## src/rtl/eof_error_block_if.sv

```systemverilog
// Bus bundle between the CAN frame decoder and the EOF form checker.
// The master drives the sampled bus level and the EOF start flag; the slave returns the EOF form error.
interface eof_error_block_if;
    logic RX;
    logic EOF_Flag;
    logic EOF_Error;

    modport master (
        output RX,
        output EOF_Flag,
        input  EOF_Error
    );

    modport slave (
        input  RX,
        input  EOF_Flag,
        output EOF_Error
    );
endinterface

```

## src/rtl/eof_error_block.sv

```systemverilog
// CAN receiver End-of-Frame form checker: the EOF_LEN bits after EOF_Flag must all be recessive.
// Optional macro EOF_LAST_BIT_DONTCARE_EN: a dominant last EOF bit is tolerated (CAN receiver rule).
module eof_error_block #(
    parameter int EOF_LEN = 7,
    parameter int CNT_W   = 4
) (
    input  logic              SP,
    input  logic              reset,
    eof_error_block_if.slave  eof_bus
);

    typedef enum logic {
        IDLE  = 1'b0,
        CHECK = 1'b1
    } state_t;

    localparam logic [CNT_W-1:0] LAST_IDX = CNT_W'(EOF_LEN - 1);
    localparam logic [CNT_W-1:0] CNT_MAX  = {CNT_W{1'b1}};

    state_t           r_state;
    logic [CNT_W-1:0] r_count;
    logic             r_eof_error;

    logic             w_last_bit;
    logic             w_dominant_ok;
    logic [CNT_W-1:0] w_count_inc;

    // Current bit is the final EOF bit when count+1 == EOF_LEN.
    assign w_last_bit  = (r_count == LAST_IDX);
    assign w_count_inc = (r_count == CNT_MAX) ? r_count : (r_count + {{(CNT_W-1){1'b0}}, 1'b1});

`ifdef EOF_LAST_BIT_DONTCARE_EN
    assign w_dominant_ok = w_last_bit;
`else
    assign w_dominant_ok = 1'b0;
`endif

    assign eof_bus.EOF_Error = r_eof_error;

    // EOF check FSM: EOF_Flag restarts the window and has priority over the RX check.
    always_ff @(posedge SP or negedge reset) begin
        if (!reset) begin
            r_state     <= IDLE;
            r_count     <= {CNT_W{1'b0}};
            r_eof_error <= 1'b0;
        end else begin
            case (r_state)
                IDLE: begin
                    if (eof_bus.EOF_Flag) begin
                        r_state     <= CHECK;
                        r_count     <= {CNT_W{1'b0}};
                        r_eof_error <= 1'b0;
                    end else begin
                        r_state     <= IDLE;
                        r_count     <= r_count;
                        r_eof_error <= r_eof_error;
                    end
                end
                CHECK: begin
                    if (eof_bus.EOF_Flag) begin
                        r_state     <= CHECK;
                        r_count     <= {CNT_W{1'b0}};
                        r_eof_error <= 1'b0;
                    end else if (!eof_bus.RX && !w_dominant_ok) begin
                        r_state     <= IDLE;
                        r_count     <= r_count;
                        r_eof_error <= 1'b1;
                    end else begin
                        r_state     <= w_last_bit ? IDLE : CHECK;
                        r_count     <= w_count_inc;
                        r_eof_error <= r_eof_error;
                    end
                end
                default: begin
                    r_state     <= IDLE;
                    r_count     <= {CNT_W{1'b0}};
                    r_eof_error <= 1'b0;
                end
            endcase
        end
    end

endmodule

```

## src/flat_wrapper.sv

```systemverilog
// flat-port wrapper written by rule: the top's interface ports become plain ports
module eof_error_block_flat 
#(
    parameter int EOF_LEN = 7,
    parameter int CNT_W   = 4
)
  (SP, reset, eof_bus_RX, eof_bus_EOF_Flag, eof_bus_EOF_Error);
  eof_error_block_if eof_bus_i ();
  input  logic SP;
  input  logic reset;
  input wire logic [$bits(eof_bus_i.RX)-1:0] eof_bus_RX;
  input wire logic [$bits(eof_bus_i.EOF_Flag)-1:0] eof_bus_EOF_Flag;
  output wire logic [$bits(eof_bus_i.EOF_Error)-1:0] eof_bus_EOF_Error;
  assign eof_bus_i.RX = eof_bus_RX;
  assign eof_bus_i.EOF_Flag = eof_bus_EOF_Flag;
  assign eof_bus_EOF_Error = eof_bus_i.EOF_Error;
  eof_error_block #(.EOF_LEN(EOF_LEN), .CNT_W(CNT_W)) u_core (.SP(SP), .reset(reset), .eof_bus(eof_bus_i));
endmodule
```

## config.mk

```make
export PLATFORM = sky130hd
export DESIGN_NAME = eof_error_block_flat
export DESIGN_NICKNAME = d
export VERILOG_FILES = /design/src/rtl/eof_error_block_if.sv /design/src/rtl/eof_error_block.sv /design/src/flat_wrapper.sv
export SDC_FILE = /design/constraint.sdc
export NUM_CORES = 1
export LEC_CHECK = 0
export BUFFER_PORTS_ARGS = -buffer_cell sky130_fd_sc_hd__clkbuf_2
export CELL_PAD_IN_SITES_DETAIL_PLACEMENT = 1
export CELL_PAD_IN_SITES_GLOBAL_PLACEMENT = 1
export CORE_AREA = 3 3 40 42
export CTS_CLUSTER_DIAMETER = 40
export DETAILED_ROUTE_END_ITERATION = 8
export DIE_AREA = 0 0 43 45
export PLACE_DENSITY_LB_ADDON = 0.1
export SYNTH_ARGS = -nofsm -noshare
export SYNTH_HDL_FRONTEND = slang
export SYNTH_SLANG_ARGS = --single-unit
```

## constraint.sdc

```tcl
create_clock -name SP -period 1.45 [get_ports SP]
set_input_delay 0.2175 -clock SP [delete_from_list [all_inputs] [get_ports SP]]
set_output_delay 0.2175 -clock SP [all_outputs]
set_load 0.02 [all_outputs]
```

; ---- After elaboration in Yosys (flattened, before gate mapping)
; Cells that the tools add are included.
[word_totals]
ff_bits = 6
wordCells = 27
[classes]
add_sub_neg = 1
eq_ne = 6
muxes = 14
n_bitwise = 1
n_reduce_logical = 2
[ops]
columns = cell, n
row1 = $mux 4, 4
row2 = $ne 3x3->1 const B, 3
row3 = $pmux 4 s2, 1
row4 = $mux 1, 7
row5 = $add 4x1->4 const B, 1
row6 = $eq 4x3->1 const B, 1
row7 = $eq 4x4->1 const B, 1
row8 = $pmux 1 s2, 2
row9 = $reduce_and 3->1, 1
row10 = $ne 2x2->1 const B, 1
row11 = $reduce_and 2->1, 1
row12 = $not 1->1, 1

; ---- Longest topological paths before layout
[depth]
depth_word = 5
ltp_mapped = 4
depth_no_buf = 4

; ---- Least setup slack after synthesis
; OpenSTA, ideal clock, no wires.
[synth_path]
path_type = flip-flop to flip-flop
from = register u_core.r_count[1]
to = register u_core.r_count[1]
setup_ps = 99
arrival_ps = 1065
slack_ps = 285
stages_incl_launch_ff = 5
path_buffers = 0
period_less_slack_ps = 1165
cell_sequence = dfrtp_1 > ha_1 > nand3_1 > a21oi_2 > a311oi_1
[synth_between]
elab_chain_cells = 5
[synth_lines]
columns = element, line_no
row1 = from (decl), eof_error_block.sv:21  ; logic [CNT_W-1:0] r_count;
row2 = from (signal assigned), eof_error_block.sv:44  ; r_count <= {CNT_W{1'b0}};
row3 = from (signal assigned), eof_error_block.sv:51  ; r_count <= {CNT_W{1'b0}};
row4 = from (signal assigned), eof_error_block.sv:55  ; r_count <= r_count;
row5 = $add 4x1->4, eof_error_block.sv:30  ; assign w_count_inc = (r_count == CNT_MAX) ? r_count : (r_count + {{(CNT_W-1){1'b0}}, 1'b1});
row6 = $mux 4, eof_error_block.sv:30
row7 = $mux 4, eof_error_block.sv:64  ; end else if (!eof_bus.RX && !w_dominant_ok) begin
row8 = $mux 4, eof_error_block.sv:60  ; if (eof_bus.EOF_Flag) begin
row9 = $pmux 4 s2, eof_error_block.sv:47  ; case (r_state)
; Several ways; a longest one is shown, not always the timed one. The select of a mux whose other input is x is not followed.
; A chain may end at the register's enable or synchronous reset.

; ---- Worst setup path in the final report
[layout_path]
from = register u_core.r_count[0]
to = register u_core.r_count[1]
; Same word-level chain as after synthesis.

==> impl_results.md <==
- Core region area: 1280 um^2
- Detailed-routing iteration count for the pre-antenna-repair pass: 2
- Clk Tree Root Cell: sky130_fd_sc_hd__clkbuf_4
- Antenna violations before repair: 0
- Worst-Skew Late Latency: about 0.24 ns
- Final weighted congestion in routability-driven placement: about 0.71
- Buffers inserted by post-CTS timing repair: 0
- Ys flop type: sky130_fd_sc_hd__dfrtp_1
- Global route overflow: 0
- Number of failing hold endpoints at the final stage: 0
- Worst-case headroom to the max-slew limit: 78.6%
- Cell count after synthesis: 30
- Delay of the slowest critical-path stage: 0.40 ns
- Clock Sinks: 6
- Register area share after synthesis: 47.4%
- Initial drt markers: 1
- HPWL after detailed placement: 559 um
- Number of rows in the core area: 13
- Post-route DRC: 0
- Final Max Tran Viols: 0
- Detailed-route wire length: ~710 um
- Number of flops mapped to enable cells by yosys: 0
- Area of the mapped netlist: 317 um^2
- Standby leakage power: between 0.15 and 0.2 nW
- Number of buffers on the longest clock path: 2
- Post-route ant nets: 0
- Shortest clock period the worst path allows after layout: 1.28 ns
- CTS tree: built
- Transition time at the pin with the least slew margin: about 0.32 ns
- Post-Synthesis Net Count: 36
- Status: complete, no violations
- Met2 wire len: 353 um
- Full die area: just under 2000 um^2
- Die Wd: 43 um
- Worst min-delay path category: input pin to register
- Highest layer used for signal routing: met4
- Unique cell type count in the Yosys netlist: 17
- Via count of the first global-routing pass: 276
- Period utilisation layout: 88.2%
- Average detailed-routed wire length per instance: 13.5 um
- Required time worst endpoint: 1.59 ns
- CP arrival: approximately 1.4 ns
- Critical path endpoint category: register
- Setup crit start kind: register
- Number of cells in the design after placement: between 40 and 50
- Number of standard cells in the layout, taps in and fillers out: 53
- RSZ-0062 raised after global routing: false
- Initial core utilization: 24.6%
- Syn Area/Cell: around 11 um^2
- Fraction of layout cells with a size suffix above 1: 28.9%
- Power, Total: between 0.3 and 0.4 mW
- List of cells traversed by the critical path: ha_1, nand3_1, a21oi_2, a311oi_1
- Port-buffer cells: 4
- Nets@finish: 46
- Critical path class: register to register
- Met1 wire length: 316 um
- Met3 routed WL: 38 um
- Post-DP Area: 352 um^2
- Io pins: 5
- Post-Route Setup TNS: 0 ns
- Highest clock rate: 782 MHz
- Area growth from synthesis to layout: 21.3%
- Number of failing setup endpoints in the final timing report: 0
- Yosys warning count: 0
- Share of flip-flops with an asynchronous set or reset after synthesis: 100%
- Avg Vias per Cell: 4.85
- Pin count of the biggest net entering global routing: 8
- Critical path's slowest cell: sky130_fd_sc_hd__dfrtp_1
- Power per cell area: ~1000 nW/um^2
- Final design area excluding fillers: slightly below 400 um^2
- Worst Path Max Fanout: 4
- First-pass GRT wire length: 1190 um
- Final Skew: 0.00404 ns
- Ant diodes: 0
- Maximum capacitance violations: 0
- Die boundary height: 45 um
- Number of storage elements in the synthesis netlist: 6
- Number of CTS-inserted buffers: 3
- Clock transition at the registers of the reported paths: 0.05 ns
- Count of H-tree levels built during CTS: 1
- IR drop worst, VDD: a little over 200 uV
- Total track usage: roughly 8.9%
- Vias after detailed routing: 257
## timing repair
| item | 4_1_cts | 5_1_grt |
|---|---|---|
| hold endpoints to repair | 6 | 0 |
| resized for setup | 0 | 0 |
| endpoints found under the setup margin | 0 | 0 |
| hold buffers | 1 | 0 |
## layout by cell type (no fill, tap or decap)
master	instances
sky130_fd_sc_hd__and2b_1	1
sky130_fd_sc_hd__a21oi_2	2
sky130_fd_sc_hd__clkbuf_4	3
sky130_fd_sc_hd__nor2_1	1
sky130_fd_sc_hd__nor4b_1	1
sky130_fd_sc_hd__dlygate4sd3_1	1
sky130_fd_sc_hd__and2_1	1
sky130_fd_sc_hd__clkbuf_2	4
sky130_fd_sc_hd__a21oi_1	3
sky130_fd_sc_hd__inv_1	2
sky130_fd_sc_hd__or2_2	1
sky130_fd_sc_hd__nand3_1	3
sky130_fd_sc_hd__a21o_1	1
sky130_fd_sc_hd__ha_1	2
sky130_fd_sc_hd__a311oi_1	2
sky130_fd_sc_hd__a41oi_1	1
sky130_fd_sc_hd__nor3_1	1
sky130_fd_sc_hd__nand2_1	1
sky130_fd_sc_hd__buf_4	1
sky130_fd_sc_hd__dfrtp_1	6
## area by class of cell
| type | instances | area (um^2) |
|---|---|---|
| well taps | 15 | 18.8 |
| flip-flops and latches | 6 | 150 |
| repair buffers | 6 | 37.5 |
| multi-input cells | 21 | 148 |
| fillers | 142 | 901 |
| clock buffers | 3 | 22.5 |
| inverters | 2 | 7.51 |
## per-layer routing
metal | vias up | track usage (%)
li1 | 127 | -
met1 | 123 | 9.49
met2 | 5 | 13.8
met3 | 2 | 2.79
met4 | 0 | 9.04
met5 | - | 0
## worst paths after layout
path / cells after the start / slack [ns] / start / end
min reg2reg: 2 / 0.50 / u_core.eof_bus.EOF_Error / u_core.eof_bus.EOF_Error
max reg2reg: 4 / 0.17 / u_core.r_count[0] / u_core.r_count[1]
max in group asynchronous: 2 / 0.96 / reset / u_core.r_state
min in group asynchronous: 2 / 0.33 / reset / u_core.r_count[2]
min: 2 / 0.22 / eof_bus_EOF_Flag / u_core.r_count[0]
max: 4 / 0.17 / u_core.r_count[0] / u_core.r_count[1]
## registers in the layout, summed over array words and instances (netlist names)
name and flops:
u_core.r_state 1, u_core.eof_bus.EOF_Error 1, u_core.r_count 4
## where the power goes
group          internal [mW]  total (mW)  switching [mW]
Combinational         0.0215      0.0500          0.0286
Clock                 0.0937       0.156          0.0619
Sequential             0.177       0.184         0.00689
Total                  0.292       0.389          0.0973
## logic make-up (layout without fill, tap and decap cells)
logic type / Yosys count / count (layout) / synth area share, %
adder cells (fa/ha/maj): 2 / 2 / 7.90
buffers and inverters: 3 / 11 / 5.93
AO/OA/AOI/OAI: 9 / 9 / 21.0
flip-flops: 6 / 6 / 47.4
AND/OR/NAND/NOR: 10 / 10 / 17.8
## stage by stage
stage	hold WS [ns]	util [%]	setup WS [ns]
2_1_floorplan	-0.0781	-	0.285
3_3_place_gp	0.0567	27.4	0.211
3_5_place_dp	0.0593	27.4	0.182
4_1_cts	0.218	29.9	0.171
5_1_grt	0.231	29.9	0.0792
6_report	0.219	29.9	0.171
## synth_stat cells (2+ instances only)
library cell,count,area [um^2]
sky130_fd_sc_hd__inv_1,2,7.51
sky130_fd_sc_hd__a21oi_1,3,15.0
sky130_fd_sc_hd__dfrtp_1,6,150
sky130_fd_sc_hd__a311oi_1,2,17.5
sky130_fd_sc_hd__a21oi_2,2,17.5
sky130_fd_sc_hd__nand3_1,3,15.0
sky130_fd_sc_hd__ha_1,2,25.0
## worst max-delay path, delay by kind of cell (launching register included)
kind	cells	cell delay, ns
AND/OR/NAND/NOR	1	0.19
flip-flops	1	0.40
AO/OA/AOI/OAI	2	0.32
adder cells (fa/ha/maj)	1	0.27
No activity file was read; power rests on OpenSTA's default activity.
